==> src/rtl/game_timer_pkg.sv <==
// Shared types and defaults for the per-digit countdown timer.
// The action decode is shared by every timer instance built from this slice.
package game_timer_pkg;

  localparam int DIGIT_W          = 4;
  localparam int DEFAULT_LOAD_VAL = 9;
  localparam int DEFAULT_IN_W     = 11;

  typedef logic [DIGIT_W-1:0] digit_t;

  // What the digit does on the coming clock edge.
  typedef enum logic [1:0] {
    ACT_LOAD,       // Lent low: preset the digit
    ACT_HOLD,       // enabled, no tick this cycle
    ACT_DEC,        // tick while the digit is above zero
    ACT_ZERO_TICK   // tick while the digit sits at zero
  } action_t;

  // Lent outranks the tick, and a tick at zero is handled apart from a normal decrement.
  function automatic action_t decode_action(input logic lent,
                                            input logic tick,
                                            input logic is_zero);
    if (!lent)   return ACT_LOAD;
    if (!tick)   return ACT_HOLD;
    if (!is_zero) return ACT_DEC;
    return ACT_ZERO_TICK;
  endfunction

endpackage

==> src/rtl/tick_edge.sv <==
// Rising-edge detector on one bit of the shared timebase.
// The history bit updates every clock, so edges are never stored up while the digit is loading.
module tick_edge (
  input  logic Clk,
  input  logic Rst,
  input  logic d,
  output logic pulse
);

  logic prev;

  // NOTE: state registers use non-blocking assignments so every flop samples pre-edge values.
  always_ff @(posedge Clk or negedge Rst) begin
    if (!Rst) prev <= 1'b0;
    else      prev <= d;
  end

  assign pulse = d & ~prev;

endmodule

==> src/rtl/game_timer.sv <==
// One decimal digit of the game countdown; borrows on the 0 -> LOAD_VAL wrap so digits cascade.
// Optional GAME_TIMER_ONESHOT_EN: the digit stops at zero instead of wrapping, and borrows once.
module game_timer
  import game_timer_pkg::*;
#(
  parameter int IN_W     = DEFAULT_IN_W,
  parameter int TICK_BIT = 0,
  parameter int LOAD_VAL = DEFAULT_LOAD_VAL
) (
  input  logic            Clk,
  input  logic            Rst,
  input  logic [IN_W-1:0] In,
  input  logic            Lent,
  output digit_t          Out,
  output logic            Bor,
  output logic            Stop
);

  localparam digit_t LOAD_DIGIT = digit_t'(LOAD_VAL);

  logic    tick;
  action_t act;

  // Only one timebase bit drives this digit; the rest belong to other digits.
  logic unused_in;
  assign unused_in = ^In;

  tick_edge u_tick_edge (
    .Clk   (Clk),
    .Rst   (Rst),
    .d     (In[TICK_BIT]),
    .pulse (tick)
  );

  assign act = decode_action(Lent, tick, Out == '0);

`ifdef GAME_TIMER_ONESHOT_EN
  // Set by the first tick at zero so the borrow fires only once per run.
  logic expired;
`endif

  always_ff @(posedge Clk or negedge Rst) begin
    if (!Rst) begin
      Out  <= LOAD_DIGIT;
      Bor  <= 1'b0;
      Stop <= 1'b0;
`ifdef GAME_TIMER_ONESHOT_EN
      expired <= 1'b0;
`endif
    end else begin
      case (act)
        ACT_LOAD: begin
          Out  <= LOAD_DIGIT;
          Bor  <= 1'b0;
          Stop <= 1'b0;
`ifdef GAME_TIMER_ONESHOT_EN
          expired <= 1'b0;
`endif
        end
        ACT_HOLD: begin
          Bor  <= 1'b0;
          Stop <= (Out == '0);
        end
        ACT_DEC: begin
          Out  <= Out - digit_t'(1);
          Bor  <= 1'b0;
          Stop <= (Out == digit_t'(1));
        end
        ACT_ZERO_TICK: begin
`ifdef GAME_TIMER_ONESHOT_EN
          Bor     <= ~expired;
          Stop    <= 1'b1;
          expired <= 1'b1;
`else
          Out  <= LOAD_DIGIT;
          Bor  <= 1'b1;
          Stop <= 1'b0;
`endif
        end
        default: begin
          Bor  <= 1'b0;
          Stop <= (Out == '0);
        end
      endcase
    end
  end

endmodule

==> config.mk <==
export PLATFORM = sky130hd
export DESIGN_NAME = game_timer
export DESIGN_NICKNAME = d
export VERILOG_FILES = /design/src/rtl/game_timer_pkg.sv /design/src/rtl/tick_edge.sv /design/src/rtl/game_timer.sv
export SDC_FILE = /design/constraint.sdc
export NUM_CORES = 1
export LEC_CHECK = 0
export CORE_AREA = 4 4 41 43
export DETAILED_ROUTE_END_ITERATION = 10
export DIE_AREA = 0 0 45 47
export GPL_ROUTABILITY_DRIVEN = 0
export PLACE_DENSITY = 0.74
export SETUP_SLACK_MARGIN = 0.2
export SYNTH_ARGS = -nofsm -noshare
export SYNTH_HDL_FRONTEND = slang
export SYNTH_SLANG_ARGS = --single-unit
==> constraint.sdc <==
create_clock -name Clk -period 3.2 [get_ports Clk]
set_input_delay 0.64 -clock Clk [delete_from_list [all_inputs] [get_ports Clk]]
set_output_delay 0.64 -clock Clk [all_outputs]
set_load 0.005 [all_outputs]
# --- Word level (Yosys, flattened, before mapping) ---
# Index checks and enable logic that the tools add are counted.
# Widths: inputs -> output; s select.
word_totals:
  reg_bits: 7
  out_inout_bits: 6
  elab_cells: 30
  in_bits: 14
classes:
  reduce_logical: 5
  muxes: 14
  bitwise: 2
  n_eq_ne: 4
  addsub: 1
op_table:
  columns: ["cell", "n"]
  rows:
  - ["$mux 2", 6]
  - ["$pmux 4 s2", 1]
  - ["$mux 1", 5]
  - ["$eq 2x2->1 const B", 2]
  - ["$eq 4x1->1 const B", 1]
  - ["$logic_not 4->1", 1]
  - ["$sub 4x1->4 const B", 1]
  - ["$pmux 1 s3", 1]
  - ["$reduce_or 3->1", 1]
  - ["$eq 2x1->1 const B", 1]
  - ["$logic_not 2->1", 1]
  - ["$pmux 1 s2", 1]
  - ["$reduce_bool 2->1", 1]
  - ["$reduce_or 2->1", 1]
  - ["$and 1x1->1", 1]
  - ["$not 1->1", 1]

# --- Longest topological paths before layout ---
# Gate-level depths: netlist of run 1.
logic_depth:
  word_depth: 12
  ltp_mapped: 9
  mapped_depth_nobuf: 9

# --- Cells and area by module ---
# From an unflattened synthesis of run 1, not the netlist that was laid out.
hier_totals:
  cells_unflattened: 36
  area_unflattened_um2: 402.9
modules_own_cells:
  columns: ["module", "n_inst", "cells_each", "seq_area_each_um2", "area_per_inst_um2"]
  rows:
  - ["game_timer", 1, 34, 152.6, 364.1]
  - ["tick_edge", 1, 2, 25.0, 38.8]

# --- Worst setup path before layout of run 1 ---
# Ideal clock, no wire load.
synth_timing:
  kind: "register -> register"
  start: "register Out[0]"
  end: "register Out[2]"
  arrival_ps: 1887
  synth_period_minus_slack_ps: 1974
  path_slack_ps: 1226
  stages_incl_launch_ff: 10
  n_path_buf: 0
  path_cell_list: "dfstp_2 > inv_1 > ha_1 > nor3b_1 > o21ai_1 > inv_1 > ha_1 > nand2_1 > a211o_1 > o211ai_1"
synth_via:
  elab_chain_cells: 10
  word_cells_on_any_way: 15
  classes_between: "1 x add/sub; 2 x eq/ne; 8 x mux; 4 x reduce/logical"
synth_rtl:
  columns: ["element", "line", "rtl"]
  rows:
  - ["from (decl)", "game_timer.sv:14", "output digit_t Out,"]
  - ["from (signal assigned)", "game_timer.sv:65", "Out <= Out - digit_t'(1);"]
  - ["$logic_not 4->1", null, null]
  - ["$mux 1 (2 in a row)", "game_timer_pkg.sv:25", "if (!is_zero) return ACT_DEC;"]
  - ["$mux 1", "game_timer_pkg.sv:24", "if (!tick) return ACT_HOLD;"]
  - ["$mux 2", "game_timer_pkg.sv:26", "return ACT_ZERO_TICK;"]
  - ["$mux 2", "game_timer_pkg.sv:25", null]
  - ["$mux 2", "game_timer_pkg.sv:24", null]
  - ["$eq 2x2->1 or $logic_not 2->1 (tied branches)", "game_timer.sv:51", "case (act)"]
  - ["$reduce_or 2->1 (no source line)", null, null]
  - ["$pmux 4 s2 or $reduce_bool 2->1 (tied branches)", null, null]
# Several ways; a longest one is shown, not always the timed one. The select of a mux whose other input is x is not followed.
# A chain may end at the register's enable or synchronous reset.

# --- Final worst setup path of run 1 ---
# Same ends and word-level chain as after synthesis.

==> results.md, run 1 <==
* Count of cells resized by post-cts repair at 0
* Routed wire length at between 1000 and 1500 µm
* Die Width at 45 µm
* Worst clock skew at about 0.006 ns
* Final HPWL from detailed placement at approximately 700 µm
* CTS H-Tree Depth at 1
* Area contributors post-synth: sky130_fd_sc_hd__dfrtp_1, sky130_fd_sc_hd__dfstp_2, sky130_fd_sc_hd__ha_1, sky130_fd_sc_hd__mux2_4, sky130_fd_sc_hd__nand2b_4
* Clock network fraction of design power at about a quarter
* Setup total negative slack at 0 ns
* Die Outline Area at around 2100 µm²
* Combined area of the multi-input logic cells at around 220 µm²
* Post-synthesis net count at 56
* Setup bufs post-CTS at 0
* Die boundary height at between 40 and 50 µm
* Required time reported for the critical path endpoint at 3.36 ns
* Fraction of final layout cells with drive strength greater than 1 at 25.5%
* Number of nets in the layout at 70
* Portion of the clock cycle consumed by the worst path in the final layout at between 60 and 70%
* Combined area of all synthesized cells at a little over 400 µm²
* Total I/O pin count at 20
* Total power divided by cell area at 559 nW/µm²
* Kind of end point of the critical path: register
* Worst-case register-to-register setup slack at ~1 ns
* Number of filler cells placed in the layout at 140
* Initial DRC count at 11
* Starting density of the core at between 30% and 40%
* Reg power frac at 43.4%
* CTS tree: done
* Largest fanout on the critical path at 6
* Arrival time worst endpoint at 2.37 ns
* Max Root-Sink Buffers at 2
* Global-route wire length before repair at between 1500 and 2000 µm
* Switching share of power at between 30 and 40%
* Share of the synthesized area in the top cell type at about 30%
* Relative contribution of combinational cells to total power at between 30% and 40%
* Number of input and output port buffers inserted at 9
* Largest vdd supply drop at roughly 0.17 mV
* Post-synthesis area per instance at around 11 µm²
* Via count at 363
* Final critical delay including setup and external delays at between 2 and 2.5 ns
* Vias per Instance at around 5.5
* Final setup violation count at 0
* #FFs+latches synth at 7
* Slew @ Worst Pin at roughly 0.34 ns
* Total DRC errors in the routed layout at 0
* Pre-CTS setup slack at approximately 0.76 ns
* Yosys cell types at 24
* Most area-hungry cell type in the Yosys netlist: sky130_fd_sc_hd__dfrtp_1
* Switching power at approximately 0.1 mW
* Final slew viol count at 0
* Row Count at 13
* Setup slack of the critical path after layout at ~1.0 ns
* Antenna viol nets, final at 0
* CTS Root Cell: sky130_fd_sc_hd__clkbuf_4
* GRT Overall Usage at 10.7%
* Drt pass-1 iters at 4
* Synth warn at 0
* Syn Inst Count at 38
* Number of antenna violations at the first check in global routing at 0
* Hold Violations, Final at 0
* CP Class: reg -> reg
* FF+latch area at about 180 µm²
* Clock latency on the worst-skew pair at 0.25 ns
* Maximum number of pins on one net before global-route repair at 8
* Clock sinks at 7
* Class of the tightest hold or removal check: reg -> reg
* Vias in the first global route at about 380
* Number of inserted diodes at 0
* Clk pin slew, worst setup/hold paths at around 0.060 ns
* RSZ-0062 raised after global routing: false
* Avg WL per Cell at about 15 µm
* Max-slew headroom at 77.2%
* Number of buffers inserted by hold repair at cts at 0
* Internal Power at approximately 0.21 mW
* Layout overhead on the synthesized area at 32.5%
* Register area share after synthesis at 42.8%
* Max Clock Freq at about 450 MHz
* Number of buffers inserted during clock tree synthesis at 3
* Global route overflow at 0
* Reported max-cap violation count at 0
* Standard cell core area at 1300 µm²
* Category of the worst setup path launch point: register
* Run status: finished clean
* Standby leakage power at around 0.24 nW
## synthesized netlist by cell type
master	instances
sky130_fd_sc_hd__dfrtp_1	5
sky130_fd_sc_hd__ha_1	4
sky130_fd_sc_hd__inv_1	3
sky130_fd_sc_hd__nand2_1	3
sky130_fd_sc_hd__dfstp_2	2
sky130_fd_sc_hd__nand3_1	2
sky130_fd_sc_hd__o21ai_0	2
sky130_fd_sc_hd__a211o_1	1
sky130_fd_sc_hd__a211oi_2	1
sky130_fd_sc_hd__a41oi_1	1
sky130_fd_sc_hd__and2b_2	1
sky130_fd_sc_hd__inv_2	1
sky130_fd_sc_hd__mux2_4	1
sky130_fd_sc_hd__nand2_2	1
sky130_fd_sc_hd__nand2b_1	1
sky130_fd_sc_hd__nand2b_4	1
sky130_fd_sc_hd__nor2_1	1
sky130_fd_sc_hd__nor2b_1	1
sky130_fd_sc_hd__nor3_2	1
sky130_fd_sc_hd__nor3b_1	1
sky130_fd_sc_hd__o211ai_1	1
sky130_fd_sc_hd__o211ai_2	1
sky130_fd_sc_hd__o21ai_1	1
sky130_fd_sc_hd__o32ai_1	1
## path summary, 6_finish.rpt
check | to | start | depth (start not counted)
worst max-delay path | Out[2] | Out[0] | 9
worst min-delay path | Stop | Out[2] | 1
worst max register to register | Out[2] | Out[0] | 9
worst min register to register | Stop | Out[2] | 1
max in group asynchronous | Out[3] | Rst | 1
min in group asynchronous | Out[1] | Rst | 1
## state kept, by name, indices dropped and copies added, names as in the netlist
name / count
Out: 4
Bor: 1
Stop: 1
u_tick_edge.prev: 1
## placed cells by master (no fill, tap or decap), types with 2 or more instances in the layout
master,count
sky130_fd_sc_hd__clkdlybuf4s50_1,9
sky130_fd_sc_hd__nand2_1,3
sky130_fd_sc_hd__ha_1,4
sky130_fd_sc_hd__dfrtp_1,5
sky130_fd_sc_hd__clkbuf_4,3
sky130_fd_sc_hd__dfstp_2,2
sky130_fd_sc_hd__nand3_1,2
sky130_fd_sc_hd__inv_1,3
sky130_fd_sc_hd__o21ai_0,2
## cell families (layout without fill, tap and decap cells)
| family | count (synthesis) | in the layout | share of synthesized area (%) |
|---|---|---|---|
| mux | 1 | 1 | 3.61 |
| simple gates | 13 | 13 | 20.2 |
| flops | 7 | 7 | 42.8 |
| compound gates | 9 | 9 | 17.8 |
| fa+ha+maj | 4 | 4 | 12.0 |
| buf+inv | 4 | 17 | 3.61 |
## routing by layer
metal / share of wire [%] / GRT usage [%]
met1: 40 / 11.3
met2: 53 / 18.9
met3: 4.9 / 1.15
met4: 2.2 / 9.36
met5: 0 / 0
## worst max-delay path: stages, from the launching register on
cell and delay [ns]:
sky130_fd_sc_hd__dfstp_2 0.60, sky130_fd_sc_hd__inv_1 0.06, sky130_fd_sc_hd__ha_1 0.24, sky130_fd_sc_hd__nor3b_1 0.15, sky130_fd_sc_hd__o21ai_1 0.17, sky130_fd_sc_hd__inv_1 0.07
sky130_fd_sc_hd__ha_1 0.39, sky130_fd_sc_hd__nand2_1 0.08, sky130_fd_sc_hd__a211o_1 0.27, sky130_fd_sc_hd__o211ai_1 0.08
## through the flow
step	power, mW	hold slack (ns)	util, %	cells	instance area, µm²
after CTS	0.307	0.580	42.3	66	551
after global placement	0.219	0.561	40.3	62	524
after global routing	0.323	0.604	42.3	66	551
final	0.308	0.593	42.3	66	551
after detailed placement	0.224	0.578	40.3	62	524
after floorplan	0.175	0.344	-	38	415
## area by class of cell
| type | instances | area share (%) |
|---|---|---|
| Sequential cell | 7 | 32.3 |
| Inverter | 4 | 2.73 |
| Tap cell | 15 | 3.41 |
| Timing Repair Buffer | 9 | 16.4 |
| Clock buffer | 4 | 4.77 |
| Multi-Input combinational cell | 27 | 40.5 |
## power by group through the flow
stage / Combinational [mW] / Clock [mW] / Sequential [mW]
2_1_floorplan: 0.0463 / 0 / 0.129
3_3_place_gp: 0.0881 / 0 / 0.131
3_5_place_dp: 0.0913 / 0 / 0.132
4_1_cts: 0.0937 / 0.0821 / 0.132
5_1_grt: 0.101 / 0.0878 / 0.134
6_report: 0.0932 / 0.0812 / 0.133
(Power assumes the default switching activity.)
==> inputs of run 2 (changes only) <==
Clock period 3.2 ns to 2.2 ns, I/O delays scaled along.
==> run 2 against run 1 <==
Flip-flop and latch count is the same. Sequential power up 40%. Cell count up 7.6%. Worst hold slack got worse by 0.15 ns. Highest routed layer unchanged. Via count fell by 6.9%. Largest power group unchanged. Critical path depth unchanged. Clock skew down 0.0051 ns. Power up 53%.
==> results.md, run 2 (synthesis results as in run 1) <==
* Switching power at 0.148 mW (+49%)
* Die Width at 45 µm (unchanged)
* Max-slew headroom at 77.8% (+0.62 points)
* Routed wire length at 918 µm (-9.6%)
* Avg WL per Cell at 12.9 µm (-16%)
* Internal Power at 0.323 mW (+54%)
* Hold Violations, Final at 0 (unchanged)
* Slew @ Worst Pin at 0.332 ns (-0.00932 ns)
* Clock network fraction of design power at 26.4% (about the same)
* Reported max-cap violation count at 0 (unchanged)
* Relative contribution of combinational cells to total power at 34.0% (+3.7 points)
* Clk pin slew, worst setup/hold paths at 0.06 ns (about the same)
* Initial DRC count at 1 (-10)
* Clock latency on the worst-skew pair at 0.26 ns (about the same)
* Reg power frac at 39.6% (-3.8 points)
* CP Class: reg -> reg
* Standard cell core area at 1300 µm² (unchanged)
* GRT Overall Usage at 10.9% (+0.16 points)
* Switching share of power at 31.4% (-0.70 points)
* Max Root-Sink Buffers at 2 (unchanged)
* Leading cell types in the layout, fill and taps excluded: sky130_fd_sc_hd__clkdlybuf4s50_1, sky130_fd_sc_hd__dfrtp_1, sky130_fd_sc_hd__buf_4, sky130_fd_sc_hd__nand2_1, sky130_fd_sc_hd__clkbuf_4
* Wire length on met3 at 29 µm (-42%)
* RSZ-0062 raised after global routing: false
* Pre-CTS setup slack at 0.00865 ns (-0.749 ns)
* Run status: finished clean
* Final slew viol count at 0 (unchanged)
* Flip-flop count of the largest register after layout at 4 (unchanged)
* Total I/O pin count at 20 (unchanged)
* Max Clock Freq at 527 MHz (+16%)
* Number of inserted diodes at 0 (unchanged)
* Standby leakage power at 0.263 nW (+8.9%)
* Row Count at 13 (unchanged)
* Largest vdd supply drop at 0.260 mV (+50%)
* CTS H-Tree Depth at 1 (unchanged)
* Portion of the clock cycle consumed by the worst path in the final layout at 86.2% (+17 points)
* Arrival time worst endpoint at 2.07 ns (-0.30 ns)
* Number of filler cells placed in the layout at 132 (-5.7%)
* Amount of wire on met2 after detailed routing at 435 µm (-20%)
* Class of the tightest hold or removal check: in -> async
* Antenna viol nets, final at 0 (unchanged)
* Via count at 338 (-6.9%)
* Total DRC errors in the routed layout at 0 (unchanged)
* Vias per Instance at 4.76 (-13%)
* Cell count of the worst reg-to-reg path at 9 (unchanged)
* Most frequent standard cell in the layout excluding fill and tap cells: sky130_fd_sc_hd__clkdlybuf4s50_1
* Required time reported for the critical path endpoint at 2.37 ns (-0.99 ns)
* Final setup violation count at 0 (unchanged)
* CTS tree: done
* Drt pass-1 iters at 2 (-2)
* Layout overhead on the synthesized area at 47.3%
* Global route overflow at 0 (unchanged)
* Total power divided by cell area at 769 nW/µm² (+37%)
* Global-route wire length before repair at 1580 µm (-0.82%)
* Kind of end point of the critical path: register
* Clock sinks at 7 (unchanged)
* Metal-1 WL at 436 µm (+8.7%)
* Fraction of final layout cells with drive strength greater than 1 at 41.1% (+16 points)
* Number of antenna violations at the first check in global routing at 0 (unchanged)
* Largest fanout on the critical path at 6 (unchanged)
* Top Layer Used: met4
* Number of buffers inserted during clock tree synthesis at 3 (unchanged)
* Worst clock skew at 0.000945 ns (-0.00506 ns)
* Final HPWL from detailed placement at 731 µm (+4.7%)
* Setup total negative slack at 0 ns (unchanged)
* Number of input and output port buffers inserted at 9 (unchanged)
* Maximum number of pins on one net before global-route repair at 8 (unchanged)
* Number of nets in the layout at 75 (+7.1%)
* Starting density of the core at 31.9% (unchanged)
* Die Outline Area at 2120 µm² (unchanged)
* Number of buffers inserted by hold repair at cts at 0 (unchanged)
* Biggest register: Out
* Category of the worst setup path launch point: register
* Die boundary height at 47 µm (unchanged)
* Setup slack of the critical path after layout at 0.304 ns (-0.693 ns)
* Final critical delay including setup and external delays at 1.90 ns (-0.307 ns)
* Vias in the first global route at 330 (-12%)
* CTS Root Cell: sky130_fd_sc_hd__clkbuf_4
-- run 2: area by class of cell --
cell class / instances / area, µm² / area share, %
clock buffer: 4 / 26.3 / 4.29
inverter: 4 / 15.0 / 2.45
multi-input combinational: 27 / 246 / 40.3
sequential: 7 / 178 / 29.0
tap: 15 / 18.8 / 3.07
timing repair buffer: 14 / 128 / 20.9
-- run 2: path summary, 6_finish.rpt --
check | start | end | slack (ns)
max | Out[0] | Out[2] | 0.30
min | Rst | Out[1] | 0.45
max reg2reg | Out[0] | Out[2] | 0.30
min reg2reg | Out[2] | Stop | 0.60
max in group asynchronous | Rst | Out[3] | 1.46
min in group Clk | Out[2] | Stop | 0.60
-- run 2: layer usage --
| metal | GRT usage, % | up-vias |
|---|---|---|
| met2 | 15.8 | 9 |
| met5 | 0 | - |
| met3 | 2.30 | 2 |
| met1 | 14.5 | 157 |
| met4 | 7.02 | 0 |
| li1 | - | 170 |
-- run 2: per-stage QoR --
stage	utilization [%]	cell area, µm²	total power [mW]	hold slack, ns	instances
2_1_floorplan	-	415	0.255	0.144	38
3_3_place_gp	41.4	539	0.327	0.561	64
3_5_place_dp	41.4	539	0.334	0.582	64
4_1_cts	45.8	596	0.467	0.458	70
5_1_grt	47.0	612	0.503	0.483	71
6_report	47.0	612	0.470	0.445	71
-- run 2: power by group through the flow --
stage	Sequential (mW)	Combinational, mW	Clock [mW]
floorplan	0.188	0.0674	0
global placement	0.186	0.140	0
detailed placement	0.187	0.147	0
CTS	0.185	0.156	0.126
global route	0.192	0.178	0.132
finish	0.186	0.160	0.124
-- run 2: worst max-delay path: stages, from the launching register on --
cell and delay (ns):
sky130_fd_sc_hd__dfstp_2 0.53, sky130_fd_sc_hd__inv_1 0.04, sky130_fd_sc_hd__ha_2 0.19, sky130_fd_sc_hd__nor3b_2 0.16, sky130_fd_sc_hd__o21ai_2 0.15, sky130_fd_sc_hd__inv_2 0.06, sky130_fd_sc_hd__ha_4 0.30, sky130_fd_sc_hd__nand2_1 0.05
sky130_fd_sc_hd__a211o_1 0.25, sky130_fd_sc_hd__o211ai_1 0.08
-- run 2: repair_timing --
action / CTS / global route
gates resized for setup: 3 / 3
buffers inserted: 2 / 1
pin swaps: 1 / 2
endpoints found under the setup margin: 4 / 5
cloned: 0 / 0
==> inputs of run 3 (changes only) <==
Settings changed: SKIP_LAST_GASP set to 1.
==> results of run 3 <==
Final layout, timing and power as in run 2 (identical DEF).
